**config.mk**
```make
export PLATFORM = sky130hd
export DESIGN_NAME = mmio_uart_tx
export DESIGN_NICKNAME = d
export VERILOG_FILES = /design/src/rtl/mmio_uart_tx.sv
export SDC_FILE = /design/constraint.sdc
export NUM_CORES = 1
export LEC_CHECK = 0
export ABC_AREA = 1
export CAP_MARGIN = 20
export CORE_MARGIN = 4
export CORE_UTILIZATION = 56
export DETAILED_ROUTE_END_ITERATION = 10
export HOLD_SLACK_MARGIN = 0.1
export PLACE_DENSITY = 0.78
export SETUP_SLACK_MARGIN = 0.4
export SYNTH_ARGS = -nofsm -noshare
export SYNTH_HDL_FRONTEND = slang
export SYNTH_SLANG_ARGS = --single-unit
```
**constraint.sdc**
```tcl
create_clock -name clkin -period 3.6 [get_ports clkin]
set_input_delay 0.72 -clock clkin [delete_from_list [all_inputs] [get_ports clkin]]
set_output_delay 0.72 -clock clkin [all_outputs]
set_load 0.02 [all_outputs]
```
**src/rtl/mmio_uart_tx.sv**
```systemverilog
// Memory-mapped 8N1 UART transmitter: register window on dmem writes, TX FIFO,
// registered serial output with a programmable per-bit divisor.
module mmio_uart_tx #(
  parameter logic [31:0] BASE_ADDR  = 32'h1000_0000,
  parameter int          CLK_DIV    = 868,
  parameter int          FIFO_DEPTH = 16,
  parameter int          DIV_WIDTH  = 16
) (
  input  logic        clkin,
  input  logic        rst_in,
  input  logic        wr_en_in,
  input  logic [31:0] wr_addr_in,
  input  logic [31:0] wr_data_in,
  input  logic [31:0] rd_addr_in,
  output logic [31:0] rd_data_out,
  output logic        rd_hit_out,
  output logic        tx_out
);
  localparam int AW = $clog2(FIFO_DEPTH);
  localparam logic [1:0] S_IDLE = 2'd0, S_START = 2'd1, S_DATA = 2'd2, S_STOP = 2'd3;

  logic [1:0]           state;
  logic [DIV_WIDTH-1:0] baud_cnt, div, div_m1;
  logic [2:0]           bit_idx;
  logic [7:0]           shreg;
  logic [7:0]           mem [FIFO_DEPTH];
  logic [AW-1:0]        wptr, rptr;
  logic [AW:0]          count;
  logic                 overflow, enable;
  logic                 wr_hit, push_req, push, pop, full, empty;
  logic [1:0]           wr_off;
  logic [31:0]          status;
  logic                 unused_ok;

  assign wr_hit   = wr_en_in && (wr_addr_in[31:4] == BASE_ADDR[31:4]);
  assign wr_off   = wr_addr_in[3:2];
  assign full     = (count == (AW+1)'(FIFO_DEPTH));
  assign empty    = (count == '0);
  assign push_req = wr_hit && (wr_off == 2'd0);
  // Fullness is judged before any same-cycle pop, so a push on full is always dropped.
  assign push     = push_req && !full;
  assign pop      = (state == S_IDLE) && enable && !empty;
  assign div_m1   = div - DIV_WIDTH'(1);
  assign unused_ok = ^{wr_addr_in[1:0], rd_addr_in[1:0], wr_data_in};

  always_ff @(posedge clkin) begin
    if (push) mem[wptr] <= wr_data_in[7:0];
  end

  always_ff @(posedge clkin or posedge rst_in) begin
    if (rst_in) begin
      wptr     <= '0;
      rptr     <= '0;
      count    <= '0;
      overflow <= 1'b0;
      enable   <= 1'b1;
      div      <= DIV_WIDTH'(CLK_DIV);
    end else begin
      if (push) wptr <= wptr + 1'b1;
      if (pop)  rptr <= rptr + 1'b1;
      count <= count + {{AW{1'b0}}, push} - {{AW{1'b0}}, pop};
      if (push_req && full)
        overflow <= 1'b1;
      else if (wr_hit && wr_off == 2'd1 && wr_data_in[3])
        overflow <= 1'b0;
      if (wr_hit && wr_off == 2'd2) enable <= wr_data_in[0];
      if (wr_hit && wr_off == 2'd3)
        div <= (wr_data_in[DIV_WIDTH-1:0] == '0) ? DIV_WIDTH'(1) : wr_data_in[DIV_WIDTH-1:0];
    end
  end

  // Divisor is sampled only at reloads, so a mid-frame DIV write applies from the next bit.
  always_ff @(posedge clkin or posedge rst_in) begin
    if (rst_in) begin
      state    <= S_IDLE;
      baud_cnt <= '0;
      bit_idx  <= '0;
      shreg    <= '0;
      tx_out   <= 1'b1;
    end else begin
      case (state)
        S_IDLE: if (pop) begin
          shreg    <= mem[rptr];
          baud_cnt <= div_m1;
          tx_out   <= 1'b0;
          state    <= S_START;
        end
        S_START: if (baud_cnt == '0) begin
          baud_cnt <= div_m1;
          bit_idx  <= '0;
          tx_out   <= shreg[0];
          state    <= S_DATA;
        end else baud_cnt <= baud_cnt - 1'b1;
        S_DATA: if (baud_cnt == '0) begin
          baud_cnt <= div_m1;
          if (bit_idx == 3'd7) begin
            tx_out <= 1'b1;
            state  <= S_STOP;
          end else begin
            bit_idx <= bit_idx + 1'b1;
            shreg   <= shreg >> 1;
            tx_out  <= shreg[1];
          end
        end else baud_cnt <= baud_cnt - 1'b1;
        S_STOP: if (baud_cnt == '0) state <= S_IDLE;
                else baud_cnt <= baud_cnt - 1'b1;
        default: state <= S_IDLE;
      endcase
    end
  end

  always_comb begin
    status               = '0;
    status[0]            = full;
    status[1]            = empty;
    status[2]            = (state != S_IDLE);
    status[3]            = overflow;
    status[8 +: AW+1]    = count;
  end

  assign rd_hit_out = (rd_addr_in[31:4] == BASE_ADDR[31:4]);

  always_comb begin
    rd_data_out = '0;
    if (rd_hit_out) begin
      case (rd_addr_in[3:2])
        2'd1:    rd_data_out = status;
        2'd2:    rd_data_out = {31'b0, enable};
        2'd3:    rd_data_out = 32'(div);
        default: rd_data_out = '0;
      endcase
    end
  end
endmodule

```
==> report_table.html <==
<table>
<tr><th>Metric</th><th>Value</th></tr>
<tr><th colspan="2">Power</th></tr>
<tr><td>Worst voltage drop across the vdd grid</td><td>0.000349 V</td></tr>
<tr><td>Total power divided by cell area</td><td>434 mW/mm2</td></tr>
<tr><td>LEAKAGE</td><td>4.89 nW</td></tr>
<tr><td>Power Total</td><td>0.00503 W</td></tr>
<tr><th colspan="2">Floorplanning</th></tr>
<tr><td># rows</td><td>48</td></tr>
<tr><td>Starting density of the core</td><td>0.569</td></tr>
<tr><td>Placeable core region</td><td>0.0172 mm2</td></tr>
<tr><td>Overall die width</td><td>140 um</td></tr>
<tr><td>Die Y-Extent</td><td>140 um</td></tr>
<tr><td>Full die area</td><td>0.0196 mm2</td></tr>
<tr><td>Number of ports placed on the die boundary</td><td>133</td></tr>
<tr><th colspan="2">GRT</th></tr>
<tr><td>Maximum number of pins on one net before global-route repair</td><td>73</td></tr>
<tr><td>GRT overflow</td><td>0</td></tr>
<tr><td>Vias in the first global route</td><td>7684</td></tr>
<tr><td>Global-route usage over all layers</td><td>0.241</td></tr>
<tr><td>Global-route wire length before repair</td><td>37.9 mm</td></tr>
<tr><td>Initial antenna violation count</td><td>0</td></tr>
<tr><th colspan="2">Logic synthesis</th></tr>
<tr><td>Leading register cell type out of synthesis</td><td>edfxtp_1</td></tr>
<tr><td>Yosys reg bits</td><td>189</td></tr>
<tr><td>Leading post-synthesis cells by instance count</td><td>nor2_1 (206), nand2_1 (198), edfxtp_1 (128)</td></tr>
<tr><td>Sequential element share of the synthesized area</td><td>0.550</td></tr>
<tr><td>Dominant cells by area after synthesis</td><td>edfxtp_1 (39%), dfrtp_1 (14%), nor2_1 (7.9%)</td></tr>
<tr><td>Count of synthesis-stage warnings from yosys</td><td>0</td></tr>
<tr><td>Average cell area after synthesis</td><td>8.98 um2</td></tr>
<tr><td>Number of cells produced by synthesis</td><td>1088</td></tr>
<tr><td>Cell type contributing the most total cell area after synthesis</td><td>edfxtp_1</td></tr>
<tr><td>Synth Cell Area</td><td>0.00978 mm2</td></tr>
<tr><td>Library cell with the highest instance count after synthesis</td><td>nor2_1</td></tr>
<tr><td>Number of synthesized flops with an enable pin</td><td>128</td></tr>
<tr><td>Fraction of synthesized cell area taken by the top area cell type</td><td>0.393</td></tr>
<tr><td>Count of cell types in the netlist</td><td>44</td></tr>
<tr><td>Async S/R FF share, synth</td><td>0.323</td></tr>
<tr><th colspan="2">Worst setup path</th></tr>
<tr><td>Biggest fanout along the worst timing path</td><td>4</td></tr>
<tr><td>Capturing point of the worst reg2reg path</td><td>count[4]</td></tr>
<tr><td>End point of the critical path</td><td>count[4]</td></tr>
<tr><td>Worst r2r src</td><td>count[2]</td></tr>
<tr><td>Required time at the worst-slack endpoint</td><td>3.95 ns</td></tr>
<tr><td>Startpoint of the worst setup timing path</td><td>wr_en_in</td></tr>
<tr><td>Worst R2R Setup Slack</td><td>0.78 ns</td></tr>
<tr><td>Type of origin of the critical path</td><td>input pin</td></tr>
<tr><td>Critical Path AT</td><td>3.39 ns</td></tr>
<tr><td>Worst setup path class</td><td>in -&gt; reg</td></tr>
<tr><td>Crit. End Element</td><td>flip-flop</td></tr>
<tr><td>Depth of the most critical reg-to-reg path</td><td>15</td></tr>
<tr><th colspan="2">Detailed routing</th></tr>
<tr><td>Total number of vias</td><td>7872</td></tr>
<tr><td>Antenna Violating Nets Remaining</td><td>0</td></tr>
<tr><td>Number of design-rule violations left by the first detailed-router iteration</td><td>710</td></tr>
<tr><td>Number of remaining DRC errors</td><td>0</td></tr>
<tr><td>First-pass DRT Iterations</td><td>7</td></tr>
<tr><td>Post-Route WL</td><td>23.4 mm</td></tr>
<tr><td>DR WL/cell</td><td>16.2 um</td></tr>
<tr><td>Via count normalized by instance count</td><td>5.47</td></tr>
<tr><th colspan="2">Clock tree</th></tr>
<tr><td>Num Clock Sinks</td><td>189</td></tr>
<tr><td>Skew-Pair Late Insertion Delay</td><td>0.44 ns</td></tr>
<tr><td>Total clock buffers created by CTS</td><td>17</td></tr>
<tr><td>Maximum buffer depth of the clock tree</td><td>2</td></tr>
<tr><td>Post-CTS setup buffer count</td><td>0</td></tr>
<tr><td>Clock root buffer</td><td>clkbuf_16</td></tr>
<tr><td>H-tree levels</td><td>4</td></tr>
<tr><td>CTS clk-pin slew, worst paths</td><td>0.07 ns</td></tr>
<tr><td>Clock tree from TritonCTS</td><td>built</td></tr>
<tr><th colspan="2">Layout</th></tr>
<tr><td>Number of fillers in the final layout</td><td>1316</td></tr>
<tr><td>Share of post-route cells with drive strength above 1</td><td>0.114</td></tr>
<tr><td>Area growth, synth to finish</td><td>18.5%</td></tr>
<tr><td>Layout Cells excl Fill</td><td>1439</td></tr>
<tr><td>Area taken by flip-flops and latches</td><td>0.00538 mm2</td></tr>
<tr><td>Count of nets after finishing</td><td>1321</td></tr>
<tr><td>Antenna cell count</td><td>0</td></tr>
<tr><td>Layout Utilization</td><td>0.674</td></tr>
<tr><td>Multi-input gate area</td><td>0.00377 mm2</td></tr>
<tr><th colspan="2">STA</th></tr>
<tr><td>Final-report setup violation count</td><td>0</td></tr>
<tr><td>Transition time of the tightest slew-check pin</td><td>0.826 ns</td></tr>
<tr><td>Worst Skew</td><td>0.0141 ns</td></tr>
<tr><td>Max Slew Vio Count</td><td>0</td></tr>
<tr><td>Max Freq</td><td>329 MHz</td></tr>
<tr><td>Worst hold-check slack</td><td>0.482 ns</td></tr>
<tr><td>Final worst path period share</td><td>0.843</td></tr>
<tr><td>Max transition margin</td><td>0.450</td></tr>
<tr><td>Sum of negative setup slack</td><td>0 ns</td></tr>
<tr><td>Final critical delay including setup and external delays</td><td>3.04 ns</td></tr>
<tr><td>Count of endpoints failing hold in the final timing report</td><td>0</td></tr>
<tr><td>Setup repair after global routing missed its margin</td><td>no</td></tr>
<tr><th colspan="2">Placement</th></tr>
<tr><td># port buffers</td><td>96</td></tr>
<tr><td>Cell count after placement</td><td>1407</td></tr>
<tr><td>HPWL reported at the end of detailed placement</td><td>15.7 mm</td></tr>
<tr><td>Routability congestion estimate</td><td>0.880</td></tr>
<tr><th colspan="2">Status</th></tr>
<tr><td>Status</td><td>finished, final reports clean</td></tr>
<tr><th colspan="2">Min path</th></tr>
<tr><td>Hold Crit Class</td><td>reg -&gt; reg</td></tr>
<tr><th colspan="2">Job</th></tr>
<tr><td>Max Cap Viol</td><td>0</td></tr>
</table>
-- repair_timing --
item                       4_1_cts  5_1_grt
resized for setup               17       39
hold buffers                     0        0
setup endpoints to repair       16       17
-- flip-flops by register name, indices dropped and copies added (netlist names) --
signal,count
baud_cnt,16
bit_idx,3
count,5
div,16
enable,1
mem,128
overflow,1
rptr,4
shreg,8
state,2
tx_out,1
wptr,4
-- cell type report --
class / instances / share of cell area
Inverter: 107 / 0.0349
Clock inverter: 14 / 0.0149
Multi-Input combinational cell: 756 / 0.326
Sequential cell: 189 / 0.464
Timing Repair Buffer: 130 / 0.0986
Tap cell: 225 / 0.0243
Clock buffer: 18 / 0.0370
-- how the worst min path moves through the flow --
stage                        start       end  slack [ns]  cells past startpoint
after floorplan           shreg[1]  shreg[1]        0.45                      2
after CTS                 shreg[3]  shreg[3]        0.48                      2
after detailed placement  shreg[4]  shreg[4]        0.47                      2
final                     shreg[3]  shreg[3]        0.48                      2
after global placement    shreg[4]  shreg[4]        0.46                      2
after global routing      shreg[7]  shreg[7]        0.52                      2
-- per-layer routing --
layer	vias to the layer above	GRT usage	share of wire
met1	3678	0.327	0.42
li1	3816	-	-
met2	335	0.393	0.48
met5	-	0	0
met4	0	0.0780	0.023
met3	43	0.0516	0.081
-- stage by stage --
step,area (um2),worst slack (ns)
2_1_floorplan,9830,0.629
3_3_place_gp,11000,0.145
3_5_place_dp,11000,0.0538
4_1_cts,11600,0.391
5_1_grt,11600,0.406
6_report,11600,0.565
-- cell usage in the layout (no fill, tap or decap), types with 21 or more instances in the layout --
master,instances
nor2_1,202
o21ai_0,84
xor2_1,21
a21oi_1,22
inv_1,97
clkdlybuf4s50_1,79
edfxtp_1,128
dfrtp_1,53
buf_4,34
nand2_1,198
nand3_1,74
-- power by group --
group | switching (W) | total (W) | internal (W)
sequential | 0.0000414 | 0.00241 | 0.00237
clock | 0.000896 | 0.00189 | 0.000998
combinational | 0.000436 | 0.000725 | 0.000289
-- kinds of logic after synthesis --
family | count (synthesis) | synth area share
and+or+nand+nor | 543 | 0.237
DFF | 189 | 0.550
buffers and inverters | 158 | 0.0723
AOI/OAI and AO/OA | 152 | 0.0905
xor gates and xnor gates | 24 | 0.0215
adders and majority gates | 21 | 0.0276
other | 1 | 0.000384
-- worst max-delay path, cell delays in order --
cell and delay (ns):
clkdlybuf4s50_1 0.52, nand2_1 0.07, nor2_1 0.10, nand2_1 0.07, nor2_2 0.13, nand3_2 0.12, nor2_4 0.14, nand2_2 0.07
ha_1 0.28, inv_1 0.04, ha_1 0.20, fa_1 0.41, a21oi_1 0.18, nor2_1 0.06, nor2_1 0.12, xor2_1 0.17
(Power assumes the default switching activity.)
